## src/rtl/mem_access_unit_mc.sv

```systemverilog
// rtl/mem_access_unit_mc.sv - multicycle memory access sequencer for a request/grant bus
//
// Takes one fetch/load/store per instruction from the control FSM, drives the
// external bus with byte-enables and lane-replicated write data, waits for the
// response (with a timeout) and returns formatted load data.
//
// Ports:
//   clk_i, rst_i           clock, synchronous active-high reset
//   req_i                  access request, held by the control FSM until done_o
//   fetch_i, we_i          fetch (word read) / store select
//   funct3_i               RV32I load/store size code
//   adr_i, wdata_i         byte address, right-aligned store data
//   done_o                 one-cycle completion pulse
//   rdata_o                formatted read data, held until the next completed read
//   misaligned_o, err_o    completion qualifiers, valid only with done_o
//   bus_req_o .. bus_wdata_o   request side of the memory bus
//   bus_gnt_i .. bus_err_i     grant and response side of the memory bus

module mem_access_unit_mc #(
    parameter int TIMEOUT = 255
) (
    input  logic        clk_i,
    input  logic        rst_i,
    input  logic        req_i,
    input  logic        fetch_i,
    input  logic        we_i,
    input  logic [2:0]  funct3_i,
    input  logic [31:0] adr_i,
    input  logic [31:0] wdata_i,
    output logic        done_o,
    output logic [31:0] rdata_o,
    output logic        misaligned_o,
    output logic        err_o,
    output logic        bus_req_o,
    output logic        bus_we_o,
    output logic [31:0] bus_adr_o,
    output logic [3:0]  bus_be_o,
    output logic [31:0] bus_wdata_o,
    input  logic        bus_gnt_i,
    input  logic        bus_rvalid_i,
    input  logic [31:0] bus_rdata_i,
    input  logic        bus_err_i
);

    localparam logic [1:0] ST_IDLE = 2'd0;
    localparam logic [1:0] ST_REQ  = 2'd1;
    localparam logic [1:0] ST_WAIT = 2'd2;
    localparam logic [1:0] ST_DONE = 2'd3;

    // Last count value allowed in REQ/WAIT before the access is abandoned.
    localparam logic [9:0] CNT_LAST = 10'(TIMEOUT - 1);

    logic [1:0]  state;
    logic [9:0]  cnt;

    // Format info captured at request time, used when the read data returns.
    logic [2:0]  fmt_f3;
    logic        fmt_fetch;
    logic [1:0]  fmt_off;

    // Request decode (IDLE only).
    logic [1:0]  size;
    logic        illegal;
    logic        misaligned;
    logic [3:0]  be_dec;
    logic [31:0] wdata_dec;

    always_comb begin
        size    = fetch_i ? 2'd2 : funct3_i[1:0];
        illegal = 1'b0;
        if (!fetch_i) begin
            if (we_i) begin
                illegal = !(funct3_i inside {3'b000, 3'b001, 3'b010});
            end else begin
                illegal = !(funct3_i inside {3'b000, 3'b001, 3'b010, 3'b100, 3'b101});
            end
        end

        misaligned = 1'b0;
        be_dec     = 4'b1111;
        wdata_dec  = wdata_i;
        case (size)
            2'd0: begin
                be_dec    = 4'b0001 << adr_i[1:0];
                wdata_dec = {4{wdata_i[7:0]}};
            end
            2'd1: begin
                misaligned = adr_i[0];
                be_dec     = adr_i[1] ? 4'b1100 : 4'b0011;
                wdata_dec  = {2{wdata_i[15:0]}};
            end
            default: begin
                misaligned = (adr_i[1:0] != 2'b00);
            end
        endcase
    end

    // Load data formatting from the captured lane offset and size code.
    logic [7:0]  rd_byte;
    logic [15:0] rd_half;
    logic [31:0] rd_fmt;

    always_comb begin
        case (fmt_off)
            2'd0:    rd_byte = bus_rdata_i[7:0];
            2'd1:    rd_byte = bus_rdata_i[15:8];
            2'd2:    rd_byte = bus_rdata_i[23:16];
            default: rd_byte = bus_rdata_i[31:24];
        endcase
        rd_half = fmt_off[1] ? bus_rdata_i[31:16] : bus_rdata_i[15:0];

        rd_fmt = bus_rdata_i;
        if (!fmt_fetch) begin
            case (fmt_f3)
                3'b000:  rd_fmt = {{24{rd_byte[7]}}, rd_byte};
                3'b100:  rd_fmt = {24'd0, rd_byte};
                3'b001:  rd_fmt = {{16{rd_half[15]}}, rd_half};
                3'b101:  rd_fmt = {16'd0, rd_half};
                default: rd_fmt = bus_rdata_i;
            endcase
        end
    end

    always_ff @(posedge clk_i) begin
        if (rst_i) begin
            state        <= ST_IDLE;
            cnt          <= '0;
            fmt_f3       <= '0;
            fmt_fetch    <= 1'b0;
            fmt_off      <= '0;
            done_o       <= 1'b0;
            misaligned_o <= 1'b0;
            err_o        <= 1'b0;
            rdata_o      <= '0;
            bus_req_o    <= 1'b0;
            bus_we_o     <= 1'b0;
            bus_adr_o    <= '0;
            bus_be_o     <= '0;
            bus_wdata_o  <= '0;
        end else begin
            // Completion flags are single-cycle; only the DONE entry sets them.
            done_o       <= 1'b0;
            misaligned_o <= 1'b0;
            err_o        <= 1'b0;

            case (state)
                ST_IDLE: begin
                    if (req_i) begin
                        if (illegal) begin
                            done_o <= 1'b1;
                            err_o  <= 1'b1;
                            state  <= ST_DONE;
                        end else if (misaligned) begin
                            done_o       <= 1'b1;
                            misaligned_o <= 1'b1;
                            state        <= ST_DONE;
                        end else begin
                            bus_req_o   <= 1'b1;
                            bus_we_o    <= we_i & ~fetch_i;
                            bus_adr_o   <= {adr_i[31:2], 2'b00};
                            bus_be_o    <= be_dec;
                            bus_wdata_o <= wdata_dec;
                            fmt_f3      <= funct3_i;
                            fmt_fetch   <= fetch_i;
                            fmt_off     <= adr_i[1:0];
                            cnt         <= '0;
                            state       <= ST_REQ;
                        end
                    end
                end

                ST_REQ: begin
                    // Timeout wins over a same-cycle grant: the access is dropped.
                    if (cnt == CNT_LAST) begin
                        bus_req_o <= 1'b0;
                        done_o    <= 1'b1;
                        err_o     <= 1'b1;
                        state     <= ST_DONE;
                    end else begin
                        cnt <= cnt + 10'd1;
                        if (bus_gnt_i) begin
                            bus_req_o <= 1'b0;
                            state     <= ST_WAIT;
                        end
                    end
                end

                ST_WAIT: begin
                    if (bus_rvalid_i) begin
                        done_o <= 1'b1;
                        err_o  <= bus_err_i;
                        state  <= ST_DONE;
                        if (!bus_err_i && !bus_we_o) begin
                            rdata_o <= rd_fmt;
                        end
                    end else if (cnt == CNT_LAST) begin
                        done_o <= 1'b1;
                        err_o  <= 1'b1;
                        state  <= ST_DONE;
                    end else begin
                        cnt <= cnt + 10'd1;
                    end
                end

                default: begin
                    state <= ST_IDLE;
                end
            endcase
        end
    end

endmodule
```

## config.mk

```make
export PLATFORM = sky130hd
export DESIGN_NAME = mem_access_unit_mc
export DESIGN_NICKNAME = d
export VERILOG_FILES = /design/src/rtl/mem_access_unit_mc.sv
export SDC_FILE = /design/constraint.sdc
export NUM_CORES = 1
export LEC_CHECK = 0
export ABC_AREA = 1
export CAP_MARGIN = 0
export CORE_UTILIZATION = 44
export DETAILED_ROUTE_END_ITERATION = 7
export PLACE_DENSITY = 0.91
export SYNTH_ARGS = -nofsm -noshare
export SYNTH_HDL_FRONTEND = slang
export SYNTH_SLANG_ARGS = --single-unit
```

## constraint.sdc

```tcl
create_clock -name clk_i -period 2.1 [get_ports clk_i]
set_clock_uncertainty 0.15 [all_clocks]
set_input_delay 0.21 -clock clk_i [delete_from_list [all_inputs] [get_ports clk_i]]
set_output_delay 0.21 -clock clk_i [all_outputs]
set_load 0.01 [all_outputs]
```

==> flow_summary.ini <==
[cts]
post-cts-setup-buffers = 0
cts_max_level = 4
cts_resized = 0
clk_pin_slew_ps = 50
clock_latency_ps = 410
clockBufferDepth = 2
cts_made_buffers = 17
cts_tree = yes
cts_sinks = 121
cts_root_buffer = clkbuf_16
ctsHoldBuffers = 0

[finish]
area_growth_pct = 51.9
nNetsFinal = 1113
mostFrequentLayoutCell = clkdlybuf4s50_1
instances_no_fill = 1181
drive_above_1_share_pct = 7.90
num-fill-cells = 1012
antennaDiodeCount = 0
final_cell_mix = 208 x clkdlybuf4s50_1, 150 x nand2_1, 123 x o21ai_0

[sta]
worst_pin_slew_ps = 581
fmax_ghz = 0.529
rsz0062_at_grt = false
fin_crit_ps = 1890
tns_ps = 0
setup_viol = 0
slew_headroom_pct = 60.3
slew_violations = 0
hold_viol = 0
fin_crit_sh_pct = 90.0

[run]
cap_violations = 0

[critical_path]
path_cells = inv_1, ha_1, nand2_1, nor2_4, buf_12, o21ai_0, a21oi_1
r2r-start = state[0]$_SDFFE_PP0P_
rrSetupSlack_ps = 210
worstReg2RegEnd = bus_wdata_o[30]$_SDFFE_PP0P_
required_ps = 2290
cp_data_arrival_time_ps = 2080
critPathMaxStageDelay_ps = 330
endpoint_kind = flop
rr_worst_depth = 7
cp_max_fo = 59
worst_path_max_delay_cell = dfxtp_1
worstSetupPathType = flop to flop
critPathLaunch = state[0]$_SDFFE_PP0P_
cp-start-kind = flop

[hold_path]
holdPathStages = 3
min_from = rst_i
holdCritPathClass = input port to flop
hold_end = bus_wdata_o[8]$_SDFFE_PP0P_

[global_routing]
grt_pass1_wl_um = 28100
met2_usage_pct = 47.2
antenna_found_initial = 0
grt-ovfl-total = 0
grt_usage_pct = 27.5
gr-usage-met3_pct = 8.42
busiest_layer = met2
use_met1_pct = 30.7
first_global_vias = 5897
grt_max_degree = 73

[placed_design]
dp_cells = 1149
hpwl_um = 12400
io_buffer_count = 209
place.gp.congestion = 0.911

[logic_synthesis]
yosysSeqAreaShare_pct = 43.6
avgSynthCellArea_um2 = 6.99
syn_inst = 794
ys_warn_count = 0
ys_ff_latch = 121
yosysUniqueCellTypes = 31
netlist_area_um2 = 5550

[floorplan]
initial_core_util_pct = 45.6
die_y_um = 114
dieArea_um2 = 13100
num_rows = 40
core-area_um2 = 12200
pin_count = 212
die_x_um = 114

[detailed_routing]
drt_pass1_iterations = 5
antenna_left = 0
drt_iter0_drc = 550
wl_um = 17500
via_per_inst = 5.23
routedWlPerCell_um = 14.8
vias = 6172
route.detailed.drc = 0

[pwr]
p_leak_nw = 3.33
comb_power_share_pct = 28.6
ir_drop_v = 0.000522
netSwitchingFraction_pct = 31.0
pwr_density_cell_nw_per_um2 = 924
p_clk_share_pct = 36.6
p_int_mw = 5.38
p_seq_share_pct = 34.8
p_switching_mw = 2.42

[outcome]
status = finished, final reports clean
[power groups by stage]
stage / registers [mW] / logic (mW) / clock network, mW
after global routing: 2.74 / 2.44 / 3.01
after global placement: 2.75 / 2.18 / 0
final: 2.71 / 2.23 / 2.85
after detailed placement: 2.75 / 2.21 / 0
after floorplan: 2.84 / 1.05 / 0
after CTS: 2.71 / 2.22 / 2.89
[flip-flops by register name (all words and copies together), names as in the netlist]
| name | cells |
|---|---|
| fmt_off | 2 |
| rdata_o | 32 |
| bus_adr_o | 30 |
| fmt_fetch | 1 |
| err_o | 1 |
| bus_wdata_o | 32 |
| state | 2 |
| fmt_f3 | 3 |
| cnt | 10 |
| bus_we_o | 1 |
| done_o | 1 |
| bus_be_o | 4 |
| misaligned_o | 1 |
| bus_req_o | 1 |
[synthesized netlist by cell type (all sizes together)]
cell type	number	area [um2]
a2111oi	1	8.76
a211oi	2	15.0
a21oi	115	576
buf	22	149
clkbuf	25	93.8
clkinv	1	3.75
conb	1	3.75
dfxtp	121	2420
ha	6	75.1
inv	55	206
nand2	153	582
nand3	25	130
nand4	3	18.8
nor2	109	429
nor3	1	5.00
nor3b	1	7.51
o211ai	9	67.6
o21ai	125	626
o21bai	3	22.5
o22ai	1	6.26
or2	11	68.8
xnor2	1	8.76
xor2	3	26.3
[layout make-up]
cell class | count | area (um2) | share of cell area (%)
multi-input combinational | 571 | 2690 | 31.8
sequential | 121 | 2420 | 28.7
timing repair buffer | 233 | 2320 | 27.5
clock buffer | 18 | 439 | 5.21
inverter | 56 | 210 | 2.49
tap | 168 | 210 | 2.49
clock inverter | 14 | 149 | 1.77
[layer usage]
| metal | routed length, um | part of all wire, % |
|---|---|---|
| met1 | 7000 | 40 |
| met2 | 8330 | 48 |
| met3 | 1550 | 8.9 |
| met4 | 643 | 3.7 |
| met5 | 0 | 0 |
[cells by family after synthesis]
| logic type | Yosys count | share of synthesized area, % |
|---|---|---|
| simple gates | 303 | 22.4 |
| compound gates | 256 | 23.8 |
| flops | 121 | 43.6 |
| buf+inv | 103 | 8.16 |
| fa+ha+maj | 6 | 1.35 |
| xor+xnor | 4 | 0.631 |
| other cells | 1 | 0.0675 |
[worst max path at each step]
stage / slack, ps / depth (start not counted) / endpoint
final: 210 / 7 / bus_wdata_o[30]$_SDFFE_PP0P_
after global routing: 20 / 7 / rdata_o[29]$_SDFFE_PP0P_
after CTS: 220 / 7 / rdata_o[29]$_SDFFE_PP0P_
after detailed placement: 20 / 9 / bus_wdata_o[30]$_SDFFE_PP0P_
after global placement: 80 / 5 / misaligned_o$_SDFF_PP0_
after floorplan: 390 / 8 / rdata_o[21]$_SDFFE_PP0P_
[stage by stage]
step	worst slack (ps)	power, mW	cell area (um2)	hold slack [ps]	util, %
global route	24.7	8.19	8430	102	69.3
floorplan	395	3.89	5560	149	-
global placement	78.3	4.93	7850	292	64.5
CTS	217	7.83	8430	83.3	69.3
detailed placement	15.0	4.96	7850	296	64.5
finish	210	7.79	8430	99.6	69.3
[critical path: cells and delay by family (launching register included)]
kind | cells | cell delay [ps]
and+or+nand+nor | 2 | 390
buffers and inverters | 2 | 340
DFF | 1 | 330
adders and majority gates | 1 | 290
AOI/OAI and AO/OA | 2 | 280
Power figures use the tool's default switching activity.
